--- src/rtl/eeprom_arb_pkg.sv ---
// -----------------------------------------------------------------------------
// eeprom_arb_pkg
//
// Shared definitions for the EEPROM word-store arbiter.
//   - arb_state_e : sequencer states (IDLE, EMU, HOST)
//   - ADDR_W_DEF / DATA_W_DEF : default word address / data widths
//   - EMU_RD_LAT  : worst-case cycles from emu_re_i to new emu_data_o.
//                   The emulator integration relies on this number and must
//                   not sample emu_data_o earlier than EMU_RD_LAT+1 cycles
//                   after issuing a read.
// -----------------------------------------------------------------------------
package eeprom_arb_pkg;

  localparam int ADDR_W_DEF = 8;
  localparam int DATA_W_DEF = 16;
  localparam int EMU_RD_LAT = 5;

  typedef enum logic [1:0] {
    IDLE = 2'd0,
    EMU  = 2'd1,
    HOST = 2'd2
  } arb_state_e;

  // True for the states that drive a RAM access this cycle.
  function automatic logic is_access_state(input arb_state_e st);
    return (st == EMU) || (st == HOST);
  endfunction

endpackage : eeprom_arb_pkg

--- src/rtl/eeprom_word_arb.sv ---
// -----------------------------------------------------------------------------
// eeprom_word_arb
//
// Arbiter/sequencer sharing one synchronous single-port RAM (1-cycle read
// latency) between the Microwire EEPROM emulator read port and a host
// register-bus port. The emulator always wins arbitration; every access is
// followed by a one-cycle IDLE bubble, which bounds emulator latency to
// EMU_RD_LAT cycles and guarantees a held host request is granted only once.
//
// Optional feature macro: EEPROM_ARB_WP_EN
//   When defined, adds wp_i (write protect) and host_err_o. A protected host
//   write is still granted but does not touch the RAM; host_err_o pulses with
//   the grant.
//
// Ports
//   clk_i          : clock, all logic on posedge
//   rst_ni         : synchronous active-low reset
//   emu_addr_i     : emulator read address, sampled with emu_re_i
//   emu_re_i       : emulator read pulse
//   emu_data_o     : last emulator read word, held until the next one lands
//   host_req_i     : host request, held with stable fields until host_gnt_o
//   host_we_i      : host write (1) / read (0)
//   host_addr_i    : host word address
//   host_wdata_i   : host write data
//   host_gnt_o     : one-cycle grant, request consumed
//   host_rvalid_o  : one-cycle host read-data strobe
//   host_rdata_o   : host read data, held after the strobe
//   ram_en_o       : RAM enable
//   ram_we_o       : RAM write enable
//   ram_addr_o     : RAM word address
//   ram_wdata_o    : RAM write data
//   ram_rdata_i    : RAM read data, valid the cycle after a read enable
//   wp_i           : (EEPROM_ARB_WP_EN) host write protect
//   host_err_o     : (EEPROM_ARB_WP_EN) protected-write error pulse
// -----------------------------------------------------------------------------
module eeprom_word_arb
  import eeprom_arb_pkg::*;
#(
  parameter int ADDR_W = ADDR_W_DEF,
  parameter int DATA_W = DATA_W_DEF
) (
  input  logic              clk_i,
  input  logic              rst_ni,

  input  logic [ADDR_W-1:0] emu_addr_i,
  input  logic              emu_re_i,
  output logic [DATA_W-1:0] emu_data_o,

  input  logic              host_req_i,
  input  logic              host_we_i,
  input  logic [ADDR_W-1:0] host_addr_i,
  input  logic [DATA_W-1:0] host_wdata_i,
  output logic              host_gnt_o,
  output logic              host_rvalid_o,
  output logic [DATA_W-1:0] host_rdata_o,

  output logic              ram_en_o,
  output logic              ram_we_o,
  output logic [ADDR_W-1:0] ram_addr_o,
  output logic [DATA_W-1:0] ram_wdata_o,
  input  logic [DATA_W-1:0] ram_rdata_i
`ifdef EEPROM_ARB_WP_EN
  ,
  input  logic              wp_i,
  output logic              host_err_o
`endif
);

  // ---------------------------------------------------------------------------
  // State
  // ---------------------------------------------------------------------------
  arb_state_e        state_reg, state_next;

  logic              emu_pend_reg, emu_pend_next;
  logic [ADDR_W-1:0] emu_addr_reg;      // latest requested emulator address
  logic [ADDR_W-1:0] emu_acc_addr_reg;  // address frozen for the EMU access
  logic              enter_emu;

  // Capture flags: set in the cycle after the RAM read was issued, i.e. the
  // cycle in which ram_rdata_i carries the word.
  logic              emu_cap_reg;
  logic              host_cap_reg;

  logic [DATA_W-1:0] emu_data_reg;
  logic [DATA_W-1:0] host_rdata_reg;
  logic              host_rvalid_reg;

  // Write-protect gating of the host access.
  logic              host_wr_blocked;

`ifdef EEPROM_ARB_WP_EN
  assign host_wr_blocked = host_we_i & wp_i;
`else
  assign host_wr_blocked = 1'b0;
`endif

  // ---------------------------------------------------------------------------
  // Next-state logic
  // ---------------------------------------------------------------------------
  always_comb begin
    state_next = IDLE;
    case (state_reg)
      IDLE: begin
        if (emu_pend_reg) begin
          state_next = EMU;
        end else if (host_req_i) begin
          state_next = HOST;
        end else begin
          state_next = IDLE;
        end
      end
      // Both access states last one cycle; the return to IDLE is the bubble
      // that keeps a still-asserted host request from being granted twice.
      EMU:     state_next = IDLE;
      HOST:    state_next = IDLE;
      default: state_next = IDLE;
    endcase
  end

  assign enter_emu = (state_reg == IDLE) && (state_next == EMU);

  // A new emulator pulse always (re)arms the pending flag, even in the cycle
  // the previous one is being taken; the access address is frozen separately
  // so the overwrite cannot corrupt the access already scheduled.
  always_comb begin
    emu_pend_next = emu_pend_reg;
    if (emu_re_i) begin
      emu_pend_next = 1'b1;
    end else if (enter_emu) begin
      emu_pend_next = 1'b0;
    end
  end

  // ---------------------------------------------------------------------------
  // RAM / grant outputs, decoded from the state register
  // ---------------------------------------------------------------------------
  always_comb begin
    ram_en_o    = 1'b0;
    ram_we_o    = 1'b0;
    ram_addr_o  = '0;
    ram_wdata_o = '0;
    host_gnt_o  = 1'b0;
    case (state_reg)
      EMU: begin
        ram_en_o   = 1'b1;
        ram_addr_o = emu_acc_addr_reg;
      end
      HOST: begin
        host_gnt_o = 1'b1;
        // A protected write is consumed without touching the RAM bus at all.
        if (!host_wr_blocked) begin
          ram_en_o    = 1'b1;
          ram_we_o    = host_we_i;
          ram_addr_o  = host_addr_i;
          ram_wdata_o = host_wdata_i;
        end
      end
      default: begin
        ram_en_o = 1'b0;
      end
    endcase
  end

`ifdef EEPROM_ARB_WP_EN
  assign host_err_o = (state_reg == HOST) && host_wr_blocked;
`endif

  // ---------------------------------------------------------------------------
  // Sequential state
  // ---------------------------------------------------------------------------
  always_ff @(posedge clk_i) begin
    if (!rst_ni) begin
      state_reg        <= IDLE;
      emu_pend_reg     <= 1'b0;
      emu_addr_reg     <= '0;
      emu_acc_addr_reg <= '0;
      emu_cap_reg      <= 1'b0;
      host_cap_reg     <= 1'b0;
      emu_data_reg     <= '0;
      host_rdata_reg   <= '0;
      host_rvalid_reg  <= 1'b0;
    end else begin
      state_reg    <= state_next;
      emu_pend_reg <= emu_pend_next;

      if (emu_re_i) begin
        emu_addr_reg <= emu_addr_i;
      end
      if (enter_emu) begin
        emu_acc_addr_reg <= emu_addr_reg;
      end

      emu_cap_reg  <= (state_reg == EMU);
      host_cap_reg <= (state_reg == HOST) && !host_we_i;

      if (emu_cap_reg) begin
        emu_data_reg <= ram_rdata_i;
      end
      if (host_cap_reg) begin
        host_rdata_reg <= ram_rdata_i;
      end
      // Strobe lines up with the registered data, two cycles after the grant.
      host_rvalid_reg <= host_cap_reg;
    end
  end

  assign emu_data_o    = emu_data_reg;
  assign host_rdata_o  = host_rdata_reg;
  assign host_rvalid_o = host_rvalid_reg;

  // Sanity: a grant only ever coincides with an access state.
  logic unused_access_state;
  assign unused_access_state = is_access_state(state_reg);

endmodule : eeprom_word_arb

--- config.mk ---
export PLATFORM = sky130hd
export DESIGN_NAME = eeprom_word_arb
export DESIGN_NICKNAME = d
export VERILOG_FILES = /design/src/rtl/eeprom_arb_pkg.sv /design/src/rtl/eeprom_word_arb.sv
export SDC_FILE = /design/constraint.sdc
export NUM_CORES = 1
export LEC_CHECK = 0
export CAP_MARGIN = 20
export CORE_MARGIN = 2
export CORE_UTILIZATION = 40
export DETAILED_ROUTE_END_ITERATION = 8
export HOLD_SLACK_MARGIN = 0.06
export PLACE_DENSITY = 0.79
export SLEW_MARGIN = 20
export SYNTH_ARGS = -nofsm -noshare
export SYNTH_HDL_FRONTEND = slang
export SYNTH_SLANG_ARGS = --single-unit
--- constraint.sdc ---
create_clock -name clk_i -period 1.3 [get_ports clk_i]
set_input_delay 0.13 -clock clk_i [delete_from_list [all_inputs] [get_ports clk_i]]
set_output_delay 0.13 -clock clk_i [all_outputs]
set_load 0.03 [all_outputs]
==> results by group, run 1 <==
Outcome
  • Status: complete, but fails checks
  • Violated checks: setup timing

Clock tree
  • # H-tree levels: 2
  • Clk slew on worst S/H paths: 0.09 ns
  • TritonCTS clock tree: yes
  • Root buffer cell: clkbuf_8
  • Clk_lat worst skew: 0.30 ns
  • Deepest clock path buffer count: 2
  • # clock sinks: 54
  • CTS Buf Count: 5

GRT
  • Largest net degree at the start of global routing: 30
  • Initial antenna violation count: 0
  • First-pass GRT wire length: 9140 um
  • Overall Global Routing Usage: 18.1%
  • Remaining global-route overflow: 0
  • Vias in the first global route: 1915

Timing
  • Period utilization: 123%
  • Slew margin rel.: 77.1%
  • Fin. Hold Viols: 0
  • Final WS setup: -0.302 ns
  • Final min period: 1.60 ns
  • Max Slew Vio Count: 0
  • RSZ-0062 raised after global routing: yes
  • Worst Skew: 0.00231 ns
  • Worst slew pin tran: 0.344 ns
  • Fmax achieved: 624 MHz
  • Final setup viols: 27

Power and ir drop
  • Power Density: 860 nW/um2
  • LEAKAGE: 1.56 nW
  • Worst vdd ir: 0.000703 V
  • Pwr Total: 0.00329 W

Synth
  • Synthesized net count: 279
  • Top cells by area, synth: dfxtp_1 (47%), mux2i_1 (17%), nor2b_1 (13%)
  • Synth async-reset ratio: 0%
  • Post-synthesis cell area: 2310 um2
  • Dominant cell type by area after synthesis: dfxtp_1
  • Post-synth EDFFs: 0
  • Netlist cell types: 21
  • Syn Inst Count: 223
  • Primary flip-flop cell chosen by synthesis mapping: dfxtp_1
  • Seq/Total Area, Yosys: 46.9%
  • Top cell type's share of synthesized area: 46.9%
  • #FFs+latches synth: 54
  • Mean Syn Cell Area: 10.3 um2
  • Syn. warnings: 0
  • Top post-synthesis cells by count: dfxtp_1 (54), nor2b_1 (49), mux2i_1 (40), and2_1 (18)
  • Most common cell in the synthesized netlist: dfxtp_1

Routing
  • Drt first pass iters: 4
  • Initial DRC Count: 42
  • Vias per cell: 4.68
  • WL/cell: 14.1 um
  • DR vias: 1929
  • DRT Wirelength: 5820 um
  • DRC: 0
  • ANT nets after route: 0

Final layout
  • Final cell count without fillers: 412
  • Ant. Diodes: 0
  • Final design utilization: 69.0%
  • Share of layout cells above drive strength 1: 26.5%
  • Area grow syn2layout: 65.8%
  • Fill cells: 464
  • Final #Nets: 396
  • Final Cell Area: 3820 um2

Critical path
  • CP Max Fanout: 8
  • Critical Setup Path Class: flop to output port
  • WP data arrival: 1.47 ns
  • Worst Setup End Kind: output port
  • Worst EP required: 1.17 ns
  • Critical Path Source Type: flop

Job
  • Max_cap viols: 0

Die
  • Die H: 79.9 um
  • Core area: 5540 um2
  • Die X: 79.9 um
  • Initial Utilization: 41.6%
  • Core Rows: 27
  • Die area: 6390 um2
  • IO Pins: 113

Placed design
  • Dpl cell area: 3580 um2
  • # placed instances: 399
  • Post-DP HPWL: 4200 um
  • I/O Buffers: 112
  • Routability congestion estimate: 0.745
  • Dpl ws: -0.0709 ns

Min path
  • HP Class: input port to flop
repair_timing:
item,4_1_cts,5_1_grt
buffers inserted,3,2
pin swaps,4,1
gates resized for setup,58,25
cloned,0,1
hold buffers,0,0
endpoints found under the setup margin,60,32
cells by family after synthesis:
logic type / Yosys count / synth area share (%)
simple gates: 88 / 23.3
flops: 54 / 46.9
mux: 40 / 17.4
buf+inv: 21 / 6.18
compound gates: 17 / 4.66
fa+ha+maj: 3 / 1.63
metrics by stage:
step	hold WS, ns	setup TNS [ns]
3_5_place_dp	0.454	-0.264
4_1_cts	0.439	-6.90
6_report	0.442	-6.11
2_1_floorplan	0.299	-0.0861
3_3_place_gp	0.447	-0.0500
5_1_grt	0.455	-7.72
layer usage:
layer  vias up  wire [um]  GRT usage [%]  share of wire (%)
met5         -          0              0                  0
met4         0        112           6.27                1.9
met1       898       2400           21.6                 41
li1        978          -              -                  -
met3         9        185           3.17                3.2
met2        44       3120           32.3                 54
path summary, 6_finish.rpt:
check                                     endpoint  depth (start not counted)  slack, ns                        startpoint
setup / recovery                     ram_addr_o[7]                          6      -0.30           state_reg[1]$_SDFF_PN0_
hold / removal        emu_addr_reg[4]$_SDFFE_PN0P_                          3       0.44                     emu_addr_i[4]
setup reg to reg           host_cap_reg$_SDFF_PN0_                          5       0.12           state_reg[1]$_SDFF_PN0_
hold reg to reg   emu_acc_addr_reg[0]$_SDFFE_PN0P_                          2       0.47  emu_acc_addr_reg[0]$_SDFFE_PN0P_
cell usage in the layout (no fill, tap or decap), types with 8 or more instances in the layout:
cell and n:
o21ai_0 8, nand4_1 8, buf_6 28, clkdlybuf4s50_1 52, nand2_1 8, mux2i_1 40
buf_4 10, nor2b_4 8, dlygate4sd2_1 33, nor2b_1 41, and2_4 11, dfxtp_1 52
power breakdown:
part	switching (W)	total (W)	internal [W]
clock	0.000526	0.000899	0.000373
combinational	0.000287	0.000669	0.000383
sequential	0.0000235	0.00172	0.00170
total	0.000836	0.00329	0.00245
cell type report:
class	count	area [um2]	share of cell area [%]
timing repair buffer	129	1320	34.5
tap	72	90.1	2.36
clock inverter	2	13.8	0.360
clock buffer	5	68.8	1.80
inverter	2	7.51	0.196
sequential	54	1080	28.3
multi-input combinational	148	1240	32.5
worst max-delay path: stages, from the launching register on:
cell and delay, ns:
dfxtp_2 0.33, buf_4 0.13, ha_4 0.20, buf_6 0.14, a22oi_2 0.17, nor2b_4 0.06
buf_6 0.13
Note: power is estimated with default switching activity, not from simulation.
==> run 2, diff against run 1 <==
--- a/config.mk
+++ b/config.mk
@@ -11,6 +11,7 @@
 export DETAILED_ROUTE_END_ITERATION = 8
 export HOLD_SLACK_MARGIN = 0.06
 export PLACE_DENSITY = 0.79
+export REMOVE_ABC_BUFFERS = 1
 export SLEW_MARGIN = 20
 export SYNTH_ARGS = -nofsm -noshare
 export SYNTH_HDL_FRONTEND = slang
==> results by group, run 2 (synthesized netlist as in run 1, its figures left out) <==
Outcome
  • Status: complete, but fails checks
  • Violated checks: setup timing

Power and ir drop
  • LEAKAGE: 1.47 nW (-5.3%)
  • Worst vdd ir: 0.000688 V (-2.0%)
  • Power Density: 910 nW/um2 (+5.8%)
  • Pwr Total: 0.00329 W (about the same)

Routing
  • Initial DRC Count: 67 (+60%)
  • ANT nets after route: 0 (unchanged)
  • DRC: 0 (unchanged)
  • WL/cell: 13.4 um (-5.5%)
  • Vias per cell: 4.64 (-0.80%)
  • Drt first pass iters: 4 (unchanged)
  • DRT Wirelength: 5410 um (-7.1%)
  • DR vias: 1881 (-2.5%)

Critical path
  • Worst path cell trace: buf_4 > ha_4 > a22oi_1 > nor2b_1 > buf_4
  • CP Max Fanout: 9 (+1)
  • R2R depth: 4 (-1)
  • Slowest CP cell: dfxtp_2
  • WP data arrival: 1.39 ns (-0.08 ns)
  • Flop-to-flop setup slack: 0.12 ns (about the same)
  • Critical Setup Path Class: flop to output port
  • RR Startpoint: state_reg[0]$_SDFF_PN0_
  • R2R Path End: emu_acc_addr_reg[2]$_SDFFE_PN0P_
  • Worst EP required: 1.17 ns (about the same)
  • Worst Setup End Kind: output port
  • Crit-path most repeated cell: buf_4
  • Critical Path Source Type: flop
  • CP peak stage delay: 0.34 ns (about the same)

Min path
  • HP Class: input port to flop
  • Worst hold stages: 3 (unchanged)
  • HP Start: rst_ni
  • Hold endpoint: emu_acc_addr_reg[6]$_SDFFE_PN0P_

Job
  • Max_cap viols: 0 (unchanged)

Clock tree
  • # clock sinks: 54 (unchanged)
  • CTS Buf Count: 5 (unchanged)
  • Deepest clock path buffer count: 2 (unchanged)
  • TritonCTS clock tree: yes
  • Root buffer cell: clkbuf_8
  • Postcts setup bufs: 0 (-3)
  • Clk slew on worst S/H paths: 0.09 ns (about the same)
  • Clk_lat worst skew: 0.30 ns (about the same)
  • CTS Hold Buffers Added: 0 (unchanged)
  • # H-tree levels: 2 (unchanged)

Die
  • Core area: 5540 um2 (unchanged)
  • Initial Utilization: 41.6% (unchanged)
  • Core Rows: 27 (unchanged)
  • Die area: 6390 um2 (unchanged)
  • IO Pins: 113 (unchanged)
  • Die H: 79.9 um (unchanged)
  • Die X: 79.9 um (unchanged)

Final layout
  • Most common cell after layout, fill and taps aside: dfxtp_1
  • Share of layout cells above drive strength 1: 16.8% (-9.7 points)
  • Final design utilization: 65.3% (-3.8 points)
  • Final #Nets: 388 (-2.0%)
  • Highest-count cells in the layout ignoring fill and taps: dfxtp_1 (52), clkdlybuf4s50_1 (51), nor2b_1 (47)
  • Area grow syn2layout: 56.7%
  • Ant. Diodes: 0 (unchanged)
  • Final cell count without fillers: 405 (-1.7%)

Placed design
  • Routability congestion estimate: 0.714 (-4.2%)
  • Dpl ws: -0.0734 ns (-0.00247 ns)
  • I/O Buffers: 112 (unchanged)
  • Post-DP HPWL: 3890 um (-7.3%)
  • # placed instances: 397 (-0.50%)

Timing
  • Max Slew Vio Count: 0 (unchanged)
  • Fmax achieved: 656 MHz (+5.1%)
  • Post-Route Setup TNS: -4.93 ns (+1.18 ns)
  • Final setup viols: 27 (unchanged)
  • Final min period: 1.52 ns (-0.0778 ns)
  • Fin. Hold Viols: 0 (unchanged)
  • Final WS setup: -0.225 ns (+0.0778 ns)
  • Slew margin rel.: 77.0% (-0.19 points)
  • Period utilization: 117% (-6.0 points)
  • Worst slew pin tran: 0.346 ns (+0.00125 ns)
  • Worst Skew: 0.00489 ns (+0.00257 ns)
  • RSZ-0062 raised after global routing: yes

GRT
  • Initial antenna violation count: 0 (unchanged)
  • Largest net degree at the start of global routing: 51 (+70%)
  • Vias in the first global route: 1876 (-2.0%)
  • Remaining global-route overflow: 0 (unchanged)
  • First-pass GRT wire length: 8870 um (-2.9%)
  • Overall Global Routing Usage: 17.5% (-0.54 points)
-- run 2: changes by cell type in the layout (fill, tap and decap cells not counted), moves of 2 or more --
cell / previous run / this run
buf_6: 28 / 21
buf_12: 6 / 4
and2_4: 11 / 0
nor2b_1: 41 / 47
a22oi_1: 1 / 6
and2_2: 7 / 1
nor2b_2: 0 / 2
nor2b_4: 8 / 0
and2_1: 2 / 18
a22oi_2: 7 / 2
-- run 2: repair_timing --
action / CTS / global route
pin swaps: 0 / 1
gates resized for setup: 64 / 4
gates cloned: 0 / 0
setup endpoints to repair: 60 / 27
-- run 2: critical path: cells and delay by family, from the launching register on --
kind | cells | cell delay, ns
adder cells (fa/ha/maj) | 1 | 0.18
AO/OA/AOI/OAI | 1 | 0.20
buffers and inverters | 2 | 0.31
flip-flops | 1 | 0.34
AND/OR/NAND/NOR | 1 | 0.07
-- run 2: worst max-delay path by stage --
stage                             from             end  slack (ns)
2_1_floorplan  state_reg[0]$_SDFF_PN0_   ram_addr_o[0]       -0.49
3_3_place_gp   state_reg[0]$_SDFF_PN0_  ram_wdata_o[7]       -0.01
3_5_place_dp   state_reg[0]$_SDFF_PN0_  ram_wdata_o[7]       -0.07
4_1_cts        state_reg[0]$_SDFF_PN0_   ram_addr_o[5]       -0.23
5_1_grt        state_reg[0]$_SDFF_PN0_   ram_addr_o[2]       -0.30
6_report       state_reg[0]$_SDFF_PN0_   ram_addr_o[5]       -0.22
-- run 2: final cells by class --
type,count,area (um2)
inverters,2,7.51
flip-flops and latches,54,1080
clock inverters,1,8.76
repair buffers,121,1200
clock buffers,7,86.3
fillers,493,1920
multi-input cells,148,1140
well taps,72,90.1
-- run 2: routing by layer --
metal | share of wire (%) | global-route usage [%]
met5 | 0 | 0
met3 | 7.4 | 4.19
met4 | 1.3 | 5.59
met2 | 47 | 29.4
met1 | 44 | 22.1
-- run 2: power breakdown --
part	leakage [nW]	internal, W	switching (W)
logic	0.984	0.000331	0.000262
registers	0.439	0.00170	0.0000249
clock network	0.0489	0.000441	0.000534
total	1.47	0.00247	0.000820
-- run 2: stage by stage --
stage                     area [um2]  hold WS (ns)
after global placement          3430         0.449
after floorplan                 2170         0.248
after detailed placement        3430         0.460
after global routing            3620         0.204
after CTS                       3600         0.184
final                           3620         0.191
==> run 3, diff against run 2 <==
--- a/config.mk
+++ b/config.mk
@@ -9,6 +9,7 @@
 export CORE_MARGIN = 2
 export CORE_UTILIZATION = 40
 export DETAILED_ROUTE_END_ITERATION = 8
+export GPL_TIMING_DRIVEN = 0
 export HOLD_SLACK_MARGIN = 0.06
 export PLACE_DENSITY = 0.79
 export REMOVE_ABC_BUFFERS = 1
==> results by group, run 3 (synthesized netlist as in run 1, its figures left out) <==
Die
  • Initial Utilization: 41.6% (unchanged)
  • Core area: 5540 um2 (unchanged)
  • Die X: 79.9 um (unchanged)
  • Die H: 79.9 um (unchanged)
  • Core Rows: 27 (unchanged)
  • Die area: 6390 um2 (unchanged)
  • IO Pins: 113 (unchanged)

Final layout
  • Highest-count cells in the layout ignoring fill and taps: clkdlybuf4s50_1 (51), dfxtp_1 (50), nor2b_1 (49)
  • Area grow syn2layout: 57.8%
  • Final cell count without fillers: 401 (-0.99%)
  • Final design utilization: 65.7% (+0.45 points)
  • Final #Nets: 384 (-1.0%)
  • Ant. Diodes: 0 (unchanged)
  • Most common cell after layout, fill and taps aside: clkdlybuf4s50_1
  • Share of layout cells above drive strength 1: 22.2% (+5.4 points)

Critical path
  • Worst EP required: 1.17 ns (about the same)
  • CP top delay family: buffers and inverters
  • R2R Path End: emu_acc_addr_reg[6]$_SDFFE_PN0P_
  • Worst path cell trace: inv_2 > ha_4 > buf_4 > buf_12 > and2_4 > buf_6
  • Critical Setup Path Class: flop to output port
  • WP data arrival: 1.39 ns (about the same)
  • Worst Setup End Kind: output port
  • CP peak stage delay: 0.34 ns (about the same)
  • Critical Path Source Type: flop
  • CP Max Fanout: 14 (+5)
  • R2R depth: 4 (unchanged)
  • Setup crit end: ram_wdata_o[4]
  • CP startpoint: state_reg[0]$_SDFF_PN0_
  • Slowest CP cell: dfxtp_2
  • Critical path depth: 6 (+1)
  • Flop-to-flop setup slack: 0.10 ns (-0.02 ns)
  • RR Startpoint: state_reg[1]$_SDFF_PN0_
  • Worst Path Buf+Inv: 4 (+2)

Clock tree
  • Clk_lat worst skew: 0.30 ns (about the same)
  • # H-tree levels: 2 (unchanged)
  • CTS Buf Count: 5 (unchanged)
  • TritonCTS clock tree: yes
  • CTS Hold Buffers Added: 0 (unchanged)
  • Root buffer cell: clkbuf_8
  • # clock sinks: 54 (unchanged)
  • Clk slew on worst S/H paths: 0.09 ns (about the same)
  • Deepest clock path buffer count: 2 (unchanged)

GRT
  • Largest net degree at the start of global routing: 38 (-25%)
  • Vias in the first global route: 1789 (-4.6%)
  • First-pass GRT wire length: 8670 um (-2.2%)
  • Remaining global-route overflow: 0 (unchanged)
  • Overall Global Routing Usage: 17.4% (-0.090 points)
  • Initial antenna violation count: 0 (unchanged)

Power and ir drop
  • Sequential share of power: 52.4% (about the same)
  • Sw Share: 25.4% (+0.44 points)
  • Combinational Power Share: 17.9% (about the same)
  • Sw Pwr: 0.000843 W (+2.8%)
  • Worst vdd ir: 0.000964 V (+40%)
  • LEAKAGE: 1.47 nW (about the same)
  • P_int: 0.00248 W (+0.36%)
  • Clock power share: 29.7% (about the same)
  • Power Density: 913 nW/um2 (+0.26%)

Outcome
  • Violated checks: setup timing
  • Status: complete, but fails checks

Routing
  • ANT nets after route: 0 (unchanged)
  • Drt first pass iters: 4 (unchanged)
  • Initial DRC Count: 45 (-33%)
  • DRC: 0 (unchanged)
  • Vias per cell: 4.65 (+0.19%)
  • WL/cell: 13.6 um (+1.5%)
  • DR vias: 1866 (-0.80%)
  • DRT Wirelength: 5440 um (+0.46%)

Timing
  • Max Slew Vio Count: 0 (unchanged)
  • Final hold slack: 0.287 ns (+0.0961 ns)
  • Final min period: 1.52 ns (-0.000788 ns)
  • Post-Route Setup TNS: -5.01 ns (-0.0756 ns)
  • Period utilization: 117% (about the same)
  • Fmax achieved: 656 MHz (about the same)
  • Final setup viols: 26 (-3.7%)
  • RSZ-0062 raised after global routing: yes
  • Final WS setup: -0.224 ns (+0.000788 ns)
  • Worst Skew: 0.00371 ns (-0.00118 ns)
  • Fin. Hold Viols: 0 (unchanged)
  • Slew margin rel.: 64.0% (-13 points)
  • Worst slew pin tran: 0.540 ns (+0.195 ns)

Placed design
  • Routability congestion estimate: 0.800 (+12%)
  • Post-DP HPWL: 3760 um (-3.5%)
  • I/O Buffers: 112 (unchanged)
  • # placed instances: 389 (-2.0%)

Job
  • Max_cap viols: 0 (unchanged)

Min path
  • HP Class: input port to flop
-- run 3: changes by cell type in the layout (fill, tap and decap cells not counted), moves of 2 or more --
| cell | delta |
|---|---|
| and2_4 | +14 |
| buf_6 | -3 |
| and2_1 | -13 |
| buf_12 | -2 |
| dfxtp_1 | -2 |
| nor2b_1 | +2 |
| nor2b_2 | -2 |
| a22oi_2 | +6 |
| a22oi_1 | -6 |
-- run 3: what timing repair did --
action,CTS,global route
cloned,0,0
pin swaps,3,1
setup buffers,3,1
resized for setup,245,8
setup endpoints to repair,102,27
-- run 3: final cells by class --
type,instances,area [um2]
Sequential cell,54,1090
Fill cell,486,1900
Multi-Input combinational cell,148,1200
Clock buffer,6,82.6
Inverter,2,10.0
Timing Repair Buffer,117,1160
Clock inverter,2,16.3
Tap cell,72,90.1
-- run 3: stage by stage --
stage / setup slack, ns / instance area, um2 / power, W
3_5_place_dp: -0.858 / 3410 / 0.00232
4_1_cts: -0.227 / 3610 / 0.00336
6_report: -0.224 / 3640 / 0.00332
2_1_floorplan: -0.491 / 2170 / 0.00200
3_3_place_gp: -0.970 / 3380 / 0.00230
5_1_grt: -0.288 / 3640 / 0.00350
-- run 3: worst register-to-register path, cell delays in order (launching register included) --
cell and delay (ns):
dfxtp_4 0.37, inv_4 0.08, ha_4 0.21, and2_1 0.29, o21ai_0 0.13
-- run 3: power groups by stage --
stage / clock network, W / registers, W / logic [W]
2_1_floorplan: 0 / 0.00180 / 0.000197
3_3_place_gp: 0 / 0.00178 / 0.000526
3_5_place_dp: 0 / 0.00178 / 0.000539
4_1_cts: 0.00103 / 0.00174 / 0.000590
5_1_grt: 0.00111 / 0.00175 / 0.000639
6_report: 0.000987 / 0.00174 / 0.000597
-- run 3: metal layers --
layer	track usage [%]	vias up	wire [um]
met5	0	-	0
li1	-	949	-
met4	5.93	0	83
met2	28.6	67	2480
met3	4.41	7	416
met1	22.2	843	2450
-- run 3: how the worst min path moves through the flow --
stage          depth (start not counted)                          endpoint                        startpoint
2_1_floorplan                          1         emu_pend_reg$_SDFFE_PN0P_                            rst_ni
3_3_place_gp                           2  emu_acc_addr_reg[3]$_SDFFE_PN0P_  emu_acc_addr_reg[3]$_SDFFE_PN0P_
3_5_place_dp                           2  emu_acc_addr_reg[5]$_SDFFE_PN0P_  emu_acc_addr_reg[5]$_SDFFE_PN0P_
4_1_cts                                2         emu_pend_reg$_SDFFE_PN0P_                            rst_ni
5_1_grt                                2         emu_pend_reg$_SDFFE_PN0P_                            rst_ni
6_report                               2         emu_pend_reg$_SDFFE_PN0P_                            rst_ni
